`config.mk`:
```
export PLATFORM = sky130hd
export DESIGN_NAME = multicycle_control
export DESIGN_NICKNAME = d
export VERILOG_FILES = /design/src/rtl/mips_pkg.sv /design/src/rtl/mc_output_decode.sv /design/src/rtl/multicycle_control.sv
export SDC_FILE = /design/constraint.sdc
export NUM_CORES = 1
export LEC_CHECK = 0
export BUFFER_PORTS_ARGS = -buffer_cell sky130_fd_sc_hd__buf_2
export CORE_AREA = 2 2 39 41
export CTS_CLUSTER_SIZE = 16
export DETAILED_ROUTE_END_ITERATION = 8
export DIE_AREA = 0 0 41 43
export PLACE_DENSITY = 0.76
export SYNTH_ARGS = -nofsm -noshare
export SYNTH_HDL_FRONTEND = slang
export SYNTH_SLANG_ARGS = --single-unit
```
`constraint.sdc`:
```
create_clock -name clk -period 2.7 [get_ports clk]
set_input_delay 0.54 -clock clk [delete_from_list [all_inputs] [get_ports clk]]
set_output_delay 0.54 -clock clk [all_outputs]
set_load 0.05 [all_outputs]
```
`src/rtl/mips_pkg.sv`:
```
// Shared encodings for the multicycle MIPS control path: opcodes, ALU and
// mux select codes, and the controller state enum.
package mips_pkg;

    // Opcodes (IR[31:26]) understood by the controller
    localparam logic [5:0] OP_RTYPE = 6'b000000;
    localparam logic [5:0] OP_LW    = 6'b100011;
    localparam logic [5:0] OP_SW    = 6'b101011;
    localparam logic [5:0] OP_BEQ   = 6'b000100;
    localparam logic [5:0] OP_J     = 6'b000010;

    // ALUOp encodings
    localparam logic [1:0] ALU_ADD   = 2'b00;
    localparam logic [1:0] ALU_SUB   = 2'b01;
    localparam logic [1:0] ALU_FUNCT = 2'b10;

    // ALUSrcB encodings
    localparam logic [1:0] SRCB_RT     = 2'b00;
    localparam logic [1:0] SRCB_FOUR   = 2'b01;
    localparam logic [1:0] SRCB_IMM    = 2'b10;
    localparam logic [1:0] SRCB_IMM_SH = 2'b11;

    // PCSource encodings
    localparam logic [1:0] PCSRC_ALU    = 2'b00;
    localparam logic [1:0] PCSRC_ALUOUT = 2'b01;
    localparam logic [1:0] PCSRC_JUMP   = 2'b10;

    // Controller states; encodings 10..15 are unused
    typedef enum logic [3:0] {
        S_FETCH   = 4'd0,
        S_DECODE  = 4'd1,
        S_MEMADR  = 4'd2,
        S_MEMRD   = 4'd3,
        S_MEMWB   = 4'd4,
        S_MEMWR   = 4'd5,
        S_EXECUTE = 4'd6,
        S_ALUWB   = 4'd7,
        S_BRANCH  = 4'd8,
        S_JUMP    = 4'd9
    } state_t;

endpackage

```
`src/rtl/mc_output_decode.sv`:
```
// Moore control decode: current state (plus mem_ready for the memory
// handshake states) to every datapath mux select and write enable.
module mc_output_decode
    import mips_pkg::*;
(
    input  logic [3:0] state_i,
    input  logic       mem_ready_i,
    input  logic [5:0] opcode_i,
    output logic       pc_write_o,
    output logic       pc_write_cond_o,
    output logic       iord_o,
    output logic       mem_read_o,
    output logic       mem_write_o,
    output logic       ir_write_o,
    output logic       mem_to_reg_o,
    output logic       reg_dst_o,
    output logic       reg_write_o,
    output logic       alu_src_a_o,
    output logic [1:0] alu_src_b_o,
    output logic [1:0] alu_op_o,
    output logic [1:0] pc_source_o,
    output logic       instr_done_o,
    output logic       illegal_op_o
);

    logic op_known;

    // Opcode classes the controller can sequence
    always_comb begin
        op_known = (opcode_i == OP_LW)  || (opcode_i == OP_SW) ||
                   (opcode_i == OP_RTYPE) || (opcode_i == OP_BEQ) ||
                   (opcode_i == OP_J);
    end

    // Per-state control outputs; anything not set stays 0 (also for unused encodings)
    always_comb begin
        pc_write_o      = 1'b0;
        pc_write_cond_o = 1'b0;
        iord_o          = 1'b0;
        mem_read_o      = 1'b0;
        mem_write_o     = 1'b0;
        ir_write_o      = 1'b0;
        mem_to_reg_o    = 1'b0;
        reg_dst_o       = 1'b0;
        reg_write_o     = 1'b0;
        alu_src_a_o     = 1'b0;
        alu_src_b_o     = SRCB_RT;
        alu_op_o        = ALU_ADD;
        pc_source_o     = PCSRC_ALU;
        instr_done_o    = 1'b0;
        illegal_op_o    = 1'b0;
        case (state_i)
            S_FETCH: begin
                // PC+4 is computed every cycle; only committed when the fetch lands
                mem_read_o  = 1'b1;
                alu_src_b_o = SRCB_FOUR;
                ir_write_o  = mem_ready_i;
                pc_write_o  = mem_ready_i;
            end
            S_DECODE: begin
                // Speculative branch target PC + (imm<<2) into ALUOut
                alu_src_b_o  = SRCB_IMM_SH;
                illegal_op_o = !op_known;
                instr_done_o = !op_known;
            end
            S_MEMADR: begin
                alu_src_a_o = 1'b1;
                alu_src_b_o = SRCB_IMM;
            end
            S_MEMRD: begin
                mem_read_o = 1'b1;
                iord_o     = 1'b1;
            end
            S_MEMWB: begin
                mem_to_reg_o = 1'b1;
                reg_write_o  = 1'b1;
                instr_done_o = 1'b1;
            end
            S_MEMWR: begin
                mem_write_o  = 1'b1;
                iord_o       = 1'b1;
                instr_done_o = mem_ready_i;
            end
            S_EXECUTE: begin
                alu_src_a_o = 1'b1;
                alu_op_o    = ALU_FUNCT;
            end
            S_ALUWB: begin
                reg_dst_o    = 1'b1;
                reg_write_o  = 1'b1;
                instr_done_o = 1'b1;
            end
            S_BRANCH: begin
                alu_src_a_o     = 1'b1;
                alu_op_o        = ALU_SUB;
                pc_write_cond_o = 1'b1;
                pc_source_o     = PCSRC_ALUOUT;
                instr_done_o    = 1'b1;
            end
            S_JUMP: begin
                pc_write_o   = 1'b1;
                pc_source_o  = PCSRC_JUMP;
                instr_done_o = 1'b1;
            end
            default: ;
        endcase
    end

endmodule

```
`src/rtl/multicycle_control.sv`:
```
// Multicycle MIPS controller: state register and next-state logic. Output
// decode lives in mc_output_decode; enables are gated by reset here so
// nothing writes while rst_n is low, even mid-instruction.
module multicycle_control
    import mips_pkg::*;
(
    input  logic       clk,
    input  logic       rst_n,
    input  logic [5:0] opcode,
    input  logic       mem_ready,
    output logic       PCWrite,
    output logic       PCWriteCond,
    output logic       IorD,
    output logic       MemRead,
    output logic       MemWrite,
    output logic       IRWrite,
    output logic       MemtoReg,
    output logic       RegDst,
    output logic       RegWrite,
    output logic       ALUSrcA,
    output logic [1:0] ALUSrcB,
    output logic [1:0] ALUOp,
    output logic [1:0] PCSource,
    output logic       instr_done,
    output logic       illegal_op,
    output logic [3:0] state
);

    state_t state_q, state_d;

    logic pc_write, pc_write_cond, mem_read, mem_write, ir_write, reg_write;
    logic done, illegal;

    // State register; reset lands in FETCH
    always_ff @(posedge clk or negedge rst_n) begin
        if (!rst_n) state_q <= S_FETCH;
        else        state_q <= state_d;
    end

    // Next-state: memory states stall on mem_ready, DECODE dispatches on opcode
    always_comb begin
        state_d = S_FETCH;
        case (state_q)
            S_FETCH:  state_d = mem_ready ? S_DECODE : S_FETCH;
            S_DECODE: begin
                case (opcode)
                    OP_LW, OP_SW: state_d = S_MEMADR;
                    OP_RTYPE:     state_d = S_EXECUTE;
                    OP_BEQ:       state_d = S_BRANCH;
                    OP_J:         state_d = S_JUMP;
                    default:      state_d = S_FETCH;
                endcase
            end
            S_MEMADR:  state_d = (opcode == OP_LW) ? S_MEMRD : S_MEMWR;
            S_MEMRD:   state_d = mem_ready ? S_MEMWB : S_MEMRD;
            S_MEMWR:   state_d = mem_ready ? S_FETCH : S_MEMWR;
            S_EXECUTE: state_d = S_ALUWB;
            default:   state_d = S_FETCH;
        endcase
    end

    mc_output_decode u_dec (
        .state_i         (state_q),
        .mem_ready_i     (mem_ready),
        .opcode_i        (opcode),
        .pc_write_o      (pc_write),
        .pc_write_cond_o (pc_write_cond),
        .iord_o          (IorD),
        .mem_read_o      (mem_read),
        .mem_write_o     (mem_write),
        .ir_write_o      (ir_write),
        .mem_to_reg_o    (MemtoReg),
        .reg_dst_o       (RegDst),
        .reg_write_o     (reg_write),
        .alu_src_a_o     (ALUSrcA),
        .alu_src_b_o     (ALUSrcB),
        .alu_op_o        (ALUOp),
        .pc_source_o     (PCSource),
        .instr_done_o    (done),
        .illegal_op_o    (illegal)
    );

    // Strobes are masked while reset is held so they drop without waiting for a clock
    always_comb begin
        PCWrite     = pc_write      & rst_n;
        PCWriteCond = pc_write_cond & rst_n;
        MemRead     = mem_read      & rst_n;
        MemWrite    = mem_write     & rst_n;
        IRWrite     = ir_write      & rst_n;
        RegWrite    = reg_write     & rst_n;
        instr_done  = done          & rst_n;
        illegal_op  = illegal       & rst_n;
    end

    assign state = state_q;

endmodule

```
# After elaboration in Yosys (flattened, before gate mapping)
# Index checks and enable logic that the tools add are counted.
# op_classes
eq_ne	13
n_reduce_logical	13
n_mux	21
bitwise_logic	8
# ops
op	count
one-hot mux 4 bit (6 select lines)	1
== test 4 x 3 -> 1 bit, second input constant	4
one-hot mux 4 bit (4 select lines)	1
== test 6 bit, second input constant	2
2-to-1 mux 1 bit	11
2-to-1 mux 3 bit	3
bitwise AND 1 bit	8
== test 4 x 2 -> 1 bit, second input constant	2
== test 4 bit, second input constant	2
one-hot mux 2 bit (2 select lines)	2
OR reduction 2 bit	4
== test 6 x 2 -> 1 bit, second input constant	1
== test 6 x 3 -> 1 bit, second input constant	1
logical NOT 6 bit	1
one-hot mux 2 bit (3 select lines)	1
== test 4 x 1 -> 1 bit, second input constant	1
logical NOT 4 bit	1
logical OR 1 bit	4
OR reduction 4 bit	1
one-hot mux 1 bit (3 select lines)	1
OR reduction 3 bit	1
one-hot mux 1 bit (2 select lines)	1
logical NOT 1 bit	1
# word_totals
ff_bits	4
wordCells	56
output_inout_bits	22

# Depth between registers and ports, before layout
# Gate-level depths: netlist of run 1.
# depth
word_depth	8
mapped_depth	5
depth_no_buf	4

# Hierarchy
# From an unflattened synthesis of run 1, not the netlist that was laid out.
# unflattened
hier_cells	82
hier_area_um2	589.3
# modules_own_cells
module	area_per_inst_um2	n_inst	seq_area_each_um2	cells_per_inst
multicycle_control	345.3	1	100.1	42
mc_output_decode	244.0	1	0.0	40

# Worst setup path after synthesis of run 1
# No wires, ideal clock.
# synth_path
path_kind	register to output
start	register state_q[0], in the netlist state[0]
end	output MemRead
path_stages_with_launch	4
path_slack_ns	-0.532
t_arrival_ns	2.692
t_required_ns	2.160
path_cell_list	dfrtp_1 > nand2b_1 > and2_1 > nor4b_1
# synth_via
elab_chain_len	4
elab_cells_between_ends	5
# synth_lines
item	line	text
start, declared	multicycle_control.sv:29	state_t state_q, state_d;
start signal, assigned	multicycle_control.sv:37	else state_q <= state_d;
== test 4 x 2 -> 1 bit / logical NOT 4 bit (equally long branches)	mc_output_decode.sv:52	case (state_i)
OR reduction 2 bit (no line) *	--	
2-to-1 mux 1 bit *	mc_output_decode.sv:52	
bitwise AND 1 bit *	multicycle_control.sv:87	MemRead = mem_read & rst_n;
end, declared	multicycle_control.sv:14	output logic MemRead,
# Mark *: on every way between the ends. The rest lies on a longest branch, timed or not.

# Worst setup path after layout of run 1
# layout_path
start	register state_q[3], in the netlist state[3]
end	output instr_done
# layout_via
elab_chain_len	4
elab_cells_between_ends	9
# layout_lines
item	line	text
== test 4 x 3 -> 1 bit / == test 4 bit (equally long branches)	mc_output_decode.sv:52	
OR reduction 4 bit (no line)	--	
one-hot mux 1 bit (3 select lines) *	mc_output_decode.sv:52	
bitwise AND 1 bit *	multicycle_control.sv:91	instr_done = done & rst_n;
end, declared	multicycle_control.sv:24	output logic instr_done,
# Marks and branches as above.

==> metrics.md, run 1 <==
| Metric | Value |
|---|---|
| Status | complete, no violations |
| Post-synth EDFFs | 0 |
| Gr usage total | 18.4% |
| Post-CTS Hold Buffers | 0 |
| Total die area | 0.00176 mm^2 |
| Pin count of the biggest net entering global routing | 16 |
| Synth-to-Final Area Change | 38.1% |
| Clock transition at path regs | 0.04 ns |
| Synth Area per Inst | 7.46 um^2 |
| Max reg flops | 4 |
| Final-report max-slew violation count | 0 |
| Async S/R FF share, synth | 100% |
| Global-route wire length before repair | 2.26 mm |
| Worst vdd ir | 0.251 mV |
| Leak Pwr | 0.384 nW |
| Period utilization | 88.8% |
| Number of I/O pins | 31 |
| Residual DRC | 0 |
| Hold WS | 0.150 ns |
| CTS tree | done |
| Final min period | 2.40 ns |
| Starting Density | 39.9% |
| Top_reg_cell synth | dfrtp_1 |
| Sink Count | 4 |
| Initial antenna violation count | 0 |
| M3 GR Usage | 1.57% |
| Ys Warns | 0 |
| Crit path from | state[3] |
| Layout cells sized above 1 | 45.7% |
| Htree depth | 1 |
| Synth area leader | dfrtp_1 |
| Slew HR | 68.4% |
| Reg-to-reg startpoint | state[2] |
| Crit. End Element | output port |
| Final HPWL DP | 1.09 mm |
| Post-route ant nets | 0 |
| Maximum clock rate | 417 MHz |
| Vias in the first global route | 565 |
| Setup violators final | 0 |
| CTS Root Cell | clkbuf_4 |
| Worst slew pin tran | 0.474 ns |
| Buffers on Ports | 30 |
| Synth Register Bits | 4 |
| Diodes inserted | 0 |
| Top post-synthesis cells by area | dfrtp_1 (18%), nor2_1 (6.8%), nor3_1 (5.4%) |
| Synthesized area | 552 um^2 |
| Final GP Congestion | 0.843 |
| WS Path Type | flop to output port |
| Post-synthesis sequential area ratio | 18.1% |
| Worst Path Arrival | 1.86 ns |
| Hold Path Class | input pin to asynchronous set/reset pin |
| RSZ-0062 raised after global routing | no |
| PD cells | 361 mW/mm^2 |
| Final #Nets | 116 |
| Final wirelength | 1.40 mm |
| Cells after Synth | 74 |
| CTS buffer count | 3 |
| Number of hold violations in the final report | 0 |
| Vias per inst | 5.47 |
| DR iter-0 viols | 12 |
| Area share of the largest cell type after synthesis | 18.1% |
| Total power | 275 uW |
| Drt first pass iters | 4 |
| Die Y | 43 um |
| Core Area | 0.00138 mm^2 |
| Setup TNS | 0 ns |
| Critical path launch point type | flop |
| Busiest grt layer | met2 |
| Post_cts resized | 0 |
| Die X | 41 um |
| Met1 global-route usage | 23.2% |
| # Post-CTS Setup Buffers | 0 |
| Top-count cell post-synth | nor2_1 |
| Syn nets | 83 |
| Via count | 662 |
| Req. time, crit path | 2.16 ns |
| Worst skew pair latency | 0.23 ns |
| GRT overflow | 0 |
| Max clock buf depth | 2 |
| Final Skew | 0.00416 ns |
| Worst Path Max Fanout | 15 |
| Post-layout util | 55.1% |
| Synth cell count leaders | nor2_1 (10), nand2_1 (8), nor3_1 (6) |
| Netlist cell types | 36 |
| Drt wl/cell | 11.5 um |
| Global Route met2 Usage | 28.7% |
| Row cnt | 14 |
| Max-Cap Viols | 0 |
-- routing by layer --
metal | vias to the layer above | wire (um)
met1 | 300 | 617
met5 | - | 0
li1 | 336 | -
met4 | 0 | 21
met3 | 2 | 76
met2 | 24 | 679
-- layout make-up --
| type | count | area [um^2] |
|---|---|---|
| Fill cell | 138 | 622 |
| Multi-Input combinational cell | 64 | 443 |
| Timing Repair Buffer | 33 | 173 |
| Sequential cell | 4 | 100 |
| Clock buffer | 3 | 22.5 |
| Tap cell | 16 | 20.0 |
| Inverter | 1 | 3.75 |
-- power by group --
part           internal (mW)  switching, mW  leakage [nW]
Clock                 0.0495         0.0211        0.0138
Sequential            0.0630        0.00340        0.0545
Combinational         0.0434         0.0945         0.315
Total                  0.156          0.119         0.384
-- final timing paths --
check                                  end  slack, ns  cells after the start
worst max-delay path            instr_done       0.30                      4
worst min-delay path              state[2]       0.15                      1
min in group clk                  state[2]       0.67                      4
worst max register to register    state[0]       1.09                      3
max in group asynchronous         state[0]       2.38                      1
worst min register to register    state[3]       0.72                      3
-- worst max-delay path, stage by stage (launching register included) --
cell,delay (ns)
dfrtp_1,0.54
or3_4,0.48
nand3b_4,0.19
a31oi_4,0.15
buf_2,0.27
-- metrics by stage --
step / cell area, um^2 / worst slack (ns) / cells
floorplan: 576 / -0.0403 / 74
global route: 762 / 0.224 / 121
detailed placement: 739 / 0.519 / 118
global placement: 739 / 0.530 / 118
finish: 762 / 0.302 / 121
CTS: 762 / 0.302 / 121
-- cells in the final DEF, fill, tap and decap left out --
cell / instances
a2111oi_0: 1
a21oi_1: 3
a22oi_2: 1
a31oi_1: 1
a31oi_4: 1
a32oi_1: 1
and2_1: 1
and2b_1: 1
and3_1: 2
and4b_1: 1
buf_2: 30
buf_4: 3
clkbuf_4: 3
dfrtp_1: 4
inv_1: 1
maj3_1: 1
nand2_1: 8
nand2b_1: 4
nand2b_2: 1
nand3_1: 2
nand3b_4: 1
nor2_1: 9
nor2_2: 1
nor2b_1: 3
nor3_1: 4
nor3_2: 3
nor3b_1: 2
nor3b_2: 1
nor4b_2: 1
o21ai_1: 1
o21bai_1: 1
o221ai_1: 2
o31ai_1: 1
or2_2: 1
or3_1: 1
or3_4: 1
xnor2_1: 1
xor2_1: 1
-- kinds of logic (layout without fill, tap and decap cells) --
| family | after synthesis | count (layout) | share of synthesized area [%] |
|---|---|---|---|
| and+or+nand+nor | 48 | 48 | 51.0 |
| AOI/OAI and AO/OA | 13 | 13 | 20.0 |
| buffers and inverters | 6 | 37 | 5.89 |
| DFF | 4 | 4 | 18.1 |
| xor gates and xnor gates | 2 | 2 | 3.18 |
| adders and majority gates | 1 | 1 | 1.81 |
(Power assumes the default switching activity.)
==> run 2: changes to the inputs <==
Settings changed: ABC_AREA from default to 1, PLACE_DENSITY 0.76 to 0.69.
==> run 2 against run 1 <==
Compared with the run above:
- die area unchanged
- sequential cell count is the same
- maximum frequency up 13%
- first-iteration DRC count did not move
- design area is 13% lower
- register-to-register slack gained 0.44 ns
- count of clock-buffer cells in the layout did not move
- clock power up 4.8%
- synthesized cell count is 19% higher
- routed wire length down 14%
- setup slack better by 0.28 ns
- largest cell class unchanged
- combinational power down 9%
==> metrics.md, run 2 <==
| Metric | Value |
|---|---|
| Post-synth EDFFs | 0 (unchanged) |
| Worst Path Max Fanout | 7 (-8) |
| Die Y | 43 um (unchanged) |
| Hold Path Class | input pin to asynchronous set/reset pin |
| Setup violators final | 0 (unchanged) |
| Global-route wire length before repair | 1.81 mm (-20%) |
| Power share of the clock group | 27.5% (+1.8 points) |
| Starting Density | 33.9% (-6.0 points) |
| Synth Register Bits | 4 (unchanged) |
| Sink Count | 4 (unchanged) |
| Finished Cell Area | 662 um^2 (-13%) |
| Top post-synthesis cells by area | dfrtp_1 (21%), nor2_1 (18%), nand2_1 (15%) |
| Pin count of the biggest net entering global routing | 9 (-7) |
| Post-synthesis sequential area ratio | 21.3% (+3.2 points) |
| Clock transition at path regs | 0.04 ns (about the same) |
| Final Skew | 0.00418 ns (+0.0000155 ns) |
| Final HPWL DP | 1.04 mm (-4.7%) |
| Area share of the largest cell type after synthesis | 21.3% (+3.2 points) |
| Top-count cell post-synth | nor2_1 |
| Max reg flops | 4 (unchanged) |
| Switching power | 126 uW (+5.5%) |
| Number of I/O pins | 31 (unchanged) |
| Synthesized area | 469 um^2 (-15%) |
| Status | complete, no violations |
| Async S/R FF share, synth | 100% (unchanged) |
| Reg-to-reg slack, setup | 1.53 ns (+0.44 ns) |
| Area after DPL | 639 um^2 (-14%) |
| Drt wl/cell | 8.86 um (-23%) |
| Synth-to-Final Area Change | 41.1% |
| Register share of total power | 25.6% (+1.4 points) |
| Number of hold violations in the final report | 0 (unchanged) |
| RSZ-0062 raised after global routing | no |
| Syn nets | 97 (+17%) |
| DR iter-0 viols | 12 (unchanged) |
| PD cells | 406 mW/mm^2 (+12%) |
| Ys Warns | 0 (unchanged) |
| Req. time, crit path | 2.16 ns (about the same) |
| Top_reg_cell synth | dfrtp_1 |
| Reg-to-reg startpoint | state[3] |
| Netlist cell types | 18 (-50%) |
| Final wirelength | 1.21 mm (-14%) |
| Total power | 269 uW (-2.3%) |
| # Post-CTS Setup Buffers | 0 (unchanged) |
| Worst slew pin tran | 0.251 ns (-0.223 ns) |
| Synth area leader | dfrtp_1 |
| Vias per inst | 4.54 (-17%) |
| Worst Path Arrival | 1.58 ns (-0.28 ns) |
| Final-report max-slew violation count | 0 (unchanged) |
| GRT overflow | 0 (unchanged) |
| Pint | 143 uW (-8.3%) |
| R2R depth | 7 (+4) |
| Diodes inserted | 0 (unchanged) |
| Htree depth | 1 (unchanged) |
| Crit. End Element | output port |
| CTS Root Cell | clkbuf_4 |
| Reg2reg end | state[1] |
| Max clock buf depth | 2 (unchanged) |
| Post-CTS Hold Buffers | 0 (unchanged) |
| Drt first pass iters | 4 (unchanged) |
| Initial antenna violation count | 0 (unchanged) |
| CTS buffer count | 3 (unchanged) |
| WS Path Type | flop to output port |
| CTS tree | done |
| Final #Nets | 131 (+13%) |
| Leak Pwr | 0.438 nW (+14%) |
| Post-route ant nets | 0 (unchanged) |
| Period utilization | 78.4% (-10 points) |
| Critical path launch point type | flop |
| Row cnt | 14 (unchanged) |
| Combinational Power Share | 46.9% (-3.3 points) |
| Residual DRC | 0 (unchanged) |
| Number of fillers in the final layout | 159 (+15%) |
| Commonest non-fill, non-tap cells in the layout | buf_2 (30), nand2_1 (19), nor2_1 (19) |
| Worst vdd ir | 0.221 mV (-12%) |
| Switch share | 46.8% (+3.5 points) |
| Synth cell count leaders | nor2_1 (22), nand2_1 (19), inv_1 (14) |
| Final min period | 2.12 ns (-0.280 ns) |
| Final GP Congestion | 0.844 (+0.13%) |
| Core Area | 0.00138 mm^2 (unchanged) |
| Commonest non-fill, non-tap cell in the layout | buf_2 |
| Die X | 41 um (unchanged) |
| Buffers on Ports | 30 (unchanged) |
| Max-Cap Viols | 0 (unchanged) |
| Synth Area per Inst | 5.33 um^2 (-28%) |
| Post_cts resized | 0 (unchanged) |
| Setup TNS | 0 ns (unchanged) |
| Layout cells sized above 1 | 36.7% (-9.0 points) |
| Worst skew pair latency | 0.23 ns (about the same) |
| Total die area | 0.00176 mm^2 (unchanged) |
| Slew HR | 83.3% (+15 points) |
| Cells after Synth | 88 (+19%) |
| Gr usage total | 15.2% (-3.1 points) |
| Via count | 618 (-6.6%) |
| Vias in the first global route | 472 (-16%) |
| Maximum clock rate | 472 MHz (+13%) |
-- run 2: kinds of logic after synthesis --
group / Yosys count / share of synthesized area [%]
AO/OA/AOI/OAI: 7 / 8.80
buffers and inverters: 17 / 14.4
flip-flops: 4 / 21.3
AND/OR/NAND/NOR: 60 / 55.5
-- run 2: worst max-delay path by stage --
stage              start          end  slack [ns]
2_1_floorplan   state[1]  PCWriteCond       -0.03
3_3_place_gp   opcode[5]   instr_done        0.71
3_5_place_dp   opcode[5]   instr_done        0.70
4_1_cts         state[3]   instr_done        0.56
5_1_grt         state[1]   instr_done        0.42
6_report        state[1]   instr_done        0.58
-- run 2: critical path, cell delays in order, from the launching register on --
cell and delay, ns:
dfrtp_1 0.45, inv_2 0.12, nand2_2 0.06, nor2_1 0.18
nand2_1 0.07, nand3_1 0.09, nor2_1 0.06, nor2_2 0.06
buf_2 0.26
-- run 2: metrics by stage --
stage	cells	setup slack, ns	hold WS, ns	utilization (%)
floorplan	88	-0.0345	0.244	-
global placement	133	0.712	0.354	46.2
detailed placement	133	0.697	0.357	46.2
CTS	136	0.562	0.103	47.8
global route	136	0.417	0.113	47.8
finish	136	0.582	0.109	47.8
-- run 2: metal layers --
| metal | GRT usage (%) | vias up | part of all wire [%] |
|---|---|---|---|
| li1 | - | 343 | - |
| met1 | 17.6 | 251 | 45 |
| met2 | 24.7 | 24 | 47 |
| met3 | 3.14 | 0 | 7.4 |
| met4 | 8.00 | 0 | 0 |
| met5 | 0 | - | 0 |
-- run 2: final cells by class --
class | instances | area (um^2) | area share [%]
tap | 16 | 20.0 | 3.02
clock buffer | 3 | 22.5 | 3.40
multi-input combinational | 67 | 309 | 46.7
inverter | 16 | 60.1 | 9.07
sequential | 4 | 100 | 15.1
timing repair buffer | 30 | 150 | 22.7
-- run 2: power by group through the flow --
stage / clock [mW] / sequential, mW / combinational [mW]
6_report: 0.0740 / 0.0688 / 0.126
5_1_grt: 0.0804 / 0.0694 / 0.137
4_1_cts: 0.0781 / 0.0688 / 0.127
3_5_place_dp: 0 / 0.0696 / 0.126
3_3_place_gp: 0 / 0.0698 / 0.126
2_1_floorplan: 0 / 0.0799 / 0.0850
